<file path="src/rtl/mem_arbiter.sv">
// mem_arbiter -- serialises N_CH cache-side line read/write requests onto one
// shared slow-memory port.
//
// Optional feature macro: MEM_ARB_RR_EN
//   defined   : round-robin arbitration, search starts after the last winner (rr_ptr)
//   undefined : fixed priority, lowest channel index wins (rr_ptr not built)
//
// Ports
//   clk, proc_reset        clock (rising edge), asynchronous active-high reset
//   ch_read/ch_write[i]    per-channel request, held until ch_ready[i]
//   ch_addr, ch_wdata      packed per-channel line address / write line
//   ch_rdata               registered read line, shared by all channels
//   ch_ready               one-hot, one-cycle completion pulse
//   mem_read/mem_write     registered memory strobes, stable for the whole access
//   mem_addr, mem_wdata    registered address / write line
//   mem_rdata, mem_ready   memory return data and one-cycle completion pulse
module mem_arbiter #(
    parameter int N_CH   = 2,
    parameter int ADDR_W = 28,
    parameter int LINE_W = 128
) (
    input  logic                     clk,
    input  logic                     proc_reset,
    input  logic [N_CH-1:0]          ch_read,
    input  logic [N_CH-1:0]          ch_write,
    input  logic [N_CH*ADDR_W-1:0]   ch_addr,
    input  logic [N_CH*LINE_W-1:0]   ch_wdata,
    output logic [LINE_W-1:0]        ch_rdata,
    output logic [N_CH-1:0]          ch_ready,
    output logic                     mem_read,
    output logic                     mem_write,
    output logic [ADDR_W-1:0]        mem_addr,
    output logic [LINE_W-1:0]        mem_wdata,
    input  logic [LINE_W-1:0]        mem_rdata,
    input  logic                     mem_ready
);

    localparam int GW = (N_CH > 1) ? $clog2(N_CH) : 1;

    typedef enum logic [1:0] {IDLE, BUSY, RESP} state_t;

    state_t              state_q, state_d;
    logic [GW-1:0]       grant_q, grant_d;
    logic                mem_read_q, mem_read_d;
    logic                mem_write_q, mem_write_d;
    logic [ADDR_W-1:0]   mem_addr_q, mem_addr_d;
    logic [LINE_W-1:0]   mem_wdata_q, mem_wdata_d;
    logic [LINE_W-1:0]   ch_rdata_q, ch_rdata_d;
    logic [N_CH-1:0]     ch_ready_q, ch_ready_d;

    logic [N_CH-1:0]     req;
    logic [GW-1:0]       win;
    logic [ADDR_W-1:0]   sel_addr;
    logic [LINE_W-1:0]   sel_wdata;
    logic                sel_read;
    logic                sel_write;

    assign req = ch_read | ch_write;

`ifdef MEM_ARB_RR_EN
    logic [GW-1:0] rr_ptr_q, rr_ptr_d;
    logic [GW:0]   idx;

    // Walk the search order backwards so the last hit is the first channel
    // after rr_ptr; idx wraps at N_CH-1 -> 0.
    always_comb begin
        win = '0;
        idx = '0;
        for (int i = N_CH; i >= 1; i--) begin
            idx = {1'b0, rr_ptr_q} + (GW+1)'(i);
            if (idx >= (GW+1)'(N_CH)) idx = idx - (GW+1)'(N_CH);
            if (req[idx[GW-1:0]]) win = idx[GW-1:0];
        end
    end
`else
    // Fixed priority: lowest requesting index wins.
    always_comb begin
        win = '0;
        for (int i = N_CH-1; i >= 0; i--) begin
            if (req[i]) win = GW'(i);
        end
    end
`endif

    // Mux the winner's request fields.
    always_comb begin
        sel_addr  = '0;
        sel_wdata = '0;
        sel_read  = 1'b0;
        sel_write = 1'b0;
        for (int i = 0; i < N_CH; i++) begin
            if (win == GW'(i)) begin
                sel_addr  = ch_addr[i*ADDR_W +: ADDR_W];
                sel_wdata = ch_wdata[i*LINE_W +: LINE_W];
                sel_read  = ch_read[i];
                sel_write = ch_write[i];
            end
        end
    end

    always_comb begin
        state_d     = state_q;
        grant_d     = grant_q;
        mem_read_d  = mem_read_q;
        mem_write_d = mem_write_q;
        mem_addr_d  = mem_addr_q;
        mem_wdata_d = mem_wdata_q;
        ch_rdata_d  = ch_rdata_q;
        ch_ready_d  = '0;            // ready is a single-cycle pulse
`ifdef MEM_ARB_RR_EN
        rr_ptr_d    = rr_ptr_q;
`endif
        case (state_q)
            IDLE: begin
                if (|req) begin
                    grant_d     = win;
                    // write beats read when a channel raises both
                    mem_write_d = sel_write;
                    mem_read_d  = sel_read & ~sel_write;
                    mem_addr_d  = sel_addr;
                    mem_wdata_d = sel_wdata;
                    state_d     = BUSY;
`ifdef MEM_ARB_RR_EN
                    rr_ptr_d    = win;
`endif
                end
            end
            BUSY: begin
                if (mem_ready) begin
                    if (mem_read_q) ch_rdata_d = mem_rdata;
                    mem_read_d           = 1'b0;
                    mem_write_d          = 1'b0;
                    ch_ready_d[grant_q]  = 1'b1;
                    state_d              = RESP;
                end
            end
            RESP: begin
                // no grant here: guarantees two strobe-low cycles between accesses
                state_d = IDLE;
            end
            default: state_d = IDLE;
        endcase
    end

    always_ff @(posedge clk or posedge proc_reset) begin
        if (proc_reset) begin
            state_q     <= IDLE;
            grant_q     <= '0;
            mem_read_q  <= 1'b0;
            mem_write_q <= 1'b0;
            mem_addr_q  <= '0;
            mem_wdata_q <= '0;
            ch_rdata_q  <= '0;
            ch_ready_q  <= '0;
`ifdef MEM_ARB_RR_EN
            rr_ptr_q    <= GW'(N_CH-1);   // first search after reset starts at 0
`endif
        end else begin
            state_q     <= state_d;
            grant_q     <= grant_d;
            mem_read_q  <= mem_read_d;
            mem_write_q <= mem_write_d;
            mem_addr_q  <= mem_addr_d;
            mem_wdata_q <= mem_wdata_d;
            ch_rdata_q  <= ch_rdata_d;
            ch_ready_q  <= ch_ready_d;
`ifdef MEM_ARB_RR_EN
            rr_ptr_q    <= rr_ptr_d;
`endif
        end
    end

    assign mem_read  = mem_read_q;
    assign mem_write = mem_write_q;
    assign mem_addr  = mem_addr_q;
    assign mem_wdata = mem_wdata_q;
    assign ch_rdata  = ch_rdata_q;
    assign ch_ready  = ch_ready_q;

endmodule
</file>
<file path="config.mk">
export PLATFORM = sky130hd
export DESIGN_NAME = mem_arbiter
export DESIGN_NICKNAME = d
export VERILOG_FILES = /design/src/rtl/mem_arbiter.sv
export SDC_FILE = /design/constraint.sdc
export NUM_CORES = 1
export LEC_CHECK = 0
export BUFFER_PORTS_ARGS = -buffer_cell sky130_fd_sc_hd__buf_4
export CORE_AREA = 10 10 280 282
export CTS_BUF_LIST = sky130_fd_sc_hd__clkbuf_16
export DETAILED_ROUTE_END_ITERATION = 8
export DIE_AREA = 0 0 290 292
export GPL_TIMING_DRIVEN = 0
export SLEW_MARGIN = 20
export SYNTH_ARGS = -nofsm -noshare
export SYNTH_HDL_FRONTEND = slang
export SYNTH_SLANG_ARGS = --single-unit
</file>
<file path="constraint.sdc">
create_clock -name clk -period 22.8 [get_ports clk]
set_input_delay 4.56 -clock clk [delete_from_list [all_inputs] [get_ports clk]]
set_output_delay 4.56 -clock clk [all_outputs]
set_load 0.01 [all_outputs]
</file>
==> flow_metrics.tcl <==
set metrics [dict create \
    finalSetupViolCount 0 \
    grt_max_degree 101 \
    cp_data_required_time_ns 23.26 \
    cts_hold_buf 0 \
    hpwlAfterDp_um 47100 \
    die_h_um 292 \
    timing.final.crit_share 0.283 \
    worst_slew_pin_slew_ns 0.861 \
    slew_viol_final 0 \
    cp_max_fo 10 \
    status "completed" \
    htreeDepth 2 \
    synth_area_leaders "dfrtp_1 (61%), o221a_2 (15%), mux2_2 (12%)" \
    cts_resized 0 \
    clock_latency_ns 0.54 \
    avgSynthCellArea_um2 14.3 \
    cts_setup_buffers 0 \
    min_to "ch_rdata[111]$_DFFE_PP0P_" \
    routed_via_density 4.15 \
    hold_viol_final 0 \
    fin_crit_ns 6.46 \
    yosysTopAreaCell "dfrtp_1" \
    fin_tns_setup_ns 0 \
    worstHoldStart "ch_rdata[111]$_DFFE_PP0P_" \
    cts_sinks 291 \
    ys_top_cells_by_count "dfrtp_1 (291), o221a_2 (156), or3_1 (156), mux2_2 (128), clkbuf_1 (38)" \
    pre_cts_ws_ns 15.83 \
    port_buffers 734 \
    cts_tree "yes" \
    rows 99 \
    fillers 7599 \
    detail-route-antenna-nets 0 \
    ios 735 \
    die_w_um 290 \
    p_per_area_nw_per_um2 133 \
    dr.pass1.iters 5 \
    reg2reg_to "mem_wdata[63]$_DFFE_PP0P_" \
    nets 2058 \
    area_delta_synth_final_pct 65.5 \
    synth_top_flop_cell "dfrtp_1" \
    slew_headroom 0.426 \
    dieArea_um2 84700 \
    drtIter0Drc 437 \
    min_path_cells 1 \
    multiInputGateArea_um2 4300 \
    rsz0062_at_grt "false" \
    clock-root-buffer "clkbuf_16" \
    grt_use_total 0.126 \
    setup_ws_ns 16.34 \
    coreArea_um2 72600 \
    drive_gt1_frac 0.681 \
    cp.arrival_ns 6.91 \
    crit_path_start_kind "primary input" \
    grt_pass1_wl_um 82000 \
    vdd_ir_drop_max_mv 0.0769 \
    via_count 10758 \
    ys_seq_elements 291 \
    syn_inst 838 \
    finalWirelength_um 56700 \
    synth_warnings 0 \
    clockBufferDepth 3 \
    synth_most_common_cell "dfrtp_1" \
    synth_cell_types 23 \
    diodes 0 \
    drc 0 \
    path_class "in -> reg" \
    cp-end-kind "flop" \
    mappedNetlistArea_um2 12000 \
    cap_violations 0 \
    seq_area_um2 7280 \
    numCtsBuffers 35 \
    p_leak_nw 8.95 \
    max_freq_mhz 155 \
    clk_pin_slew_ns 0.05 \
    synth_top_area_frac 0.608 \
    synthArstFlopShare 1.00 \
    reg2reg_depth 5 \
    antenna_found_initial 4 \
    routedWlPerCell_um 21.9 \
    grt_pass1_vias 11981 \
    reg2reg_slack_ns 20.30 \
    overflow 0 \
    hp-class "reg -> reg" \
    start_util 0.165 \
    synth.net_count 1285 \
    synth_edf_count 0 \
    finClkSkew_ns 0.0164 \
    gp_congestion 0.873 \
    seq_area_frac_synth 0.608 \
    rr_startpoint "state_q[1]$_DFFE_PP0P_" \
]
power by group:
| group | leakage, nW | total [mW] | switching (mW) | internal [mW] |
|---|---|---|---|---|
| combinational | 5.04 | 1.17 | 0.533 | 0.641 |
| sequential | 3.35 | 0.936 | 0.163 | 0.774 |
| clock | 0.555 | 0.533 | 0.221 | 0.312 |
worst max path at each step:
stage	from	depth (start not counted)	endpoint
final	ch_write[0]	5	mem_wdata[63]$_DFFE_PP0P_
after floorplan	proc_reset	1	ch_rdata[0]$_DFFE_PP0P_
after global placement	proc_reset	2	mem_addr[27]$_DFFE_PP0P_
after CTS	ch_write[0]	5	mem_wdata[63]$_DFFE_PP0P_
after global routing	ch_write[0]	5	mem_wdata[63]$_DFFE_PP0P_
after detailed placement	ch_write[0]	5	mem_wdata[63]$_DFFE_PP0P_
registers in the layout, summed over array words and instances (netlist names):
| register | flops |
|---|---|
| ch_ready | 2 |
| mem_read | 1 |
| grant_q | 1 |
| ch_rdata | 128 |
| mem_wdata | 128 |
| mem_write | 1 |
| mem_addr | 28 |
| state_q | 2 |
cell type report:
| type | instances | share of cell area |
|---|---|---|
| multi-input cells | 461 | 0.217 |
| clock inverters | 25 | 0.00979 |
| inverters | 4 | 0.00114 |
| flip-flops and latches | 291 | 0.368 |
| plain buffers | 82 | 0.0189 |
| repair buffers | 736 | 0.281 |
| clock buffers | 35 | 0.0442 |
| well taps | 959 | 0.0606 |
worst max-delay path, cell delays in order:
cell	delay, ns
buf_4	0.13
o21ai_0	0.60
clkbuf_1	0.65
clkbuf_1	0.64
o221a_2	0.31
cell families after synthesis:
family | count (synthesis) | synth area share
AOI/OAI and AO/OA | 165 | 0.151
muxes | 128 | 0.120
DFF | 291 | 0.608
and+or+nand+nor | 168 | 0.0873
buffers and inverters | 86 | 0.0325
placed cells by master (no fill, tap or decap), types with 2 or more instances in the layout:
cell	instances
clkinv_1	7
inv_6	3
inv_1	10
bufinv_16	3
buf_4	734
clkbuf_16	35
o211ai_1	2
nor2_1	4
buf_16	2
clkbuf_1	38
or3_1	156
buf_6	2
o221a_2	156
clkinv_2	5
clkbuf_2	13
a21oi_1	2
dfrtp_1	291
nand2b_1	2
mux2_2	128
o21ai_0	3
buf_2	28
routing by layer:
metal / GRT usage / wire (um) / vias up
met2: 0.221 / 28600 / 569
met3: 0.0475 / 5170 / 76
li1: - / - / 4817
met1: 0.138 / 21200 / 5296
met5: 0 / 0 / -
met4: 0.0413 / 1670 / 0
through the flow:
step | cells | util | hold slack, ns | total power [mW] | instance area (um^2)
floorplan | 838 | - | 0.418 | 1.45 | 12000
global placement | 2531 | 0.257 | 0.488 | 2.11 | 18700
detailed placement | 2533 | 0.258 | 0.494 | 2.14 | 18700
CTS | 2593 | 0.273 | 0.506 | 2.69 | 19800
global route | 2593 | 0.273 | 0.511 | 2.80 | 19800
finish | 2593 | 0.273 | 0.504 | 2.64 | 19800
No activity file was read; power rests on OpenSTA's default activity.
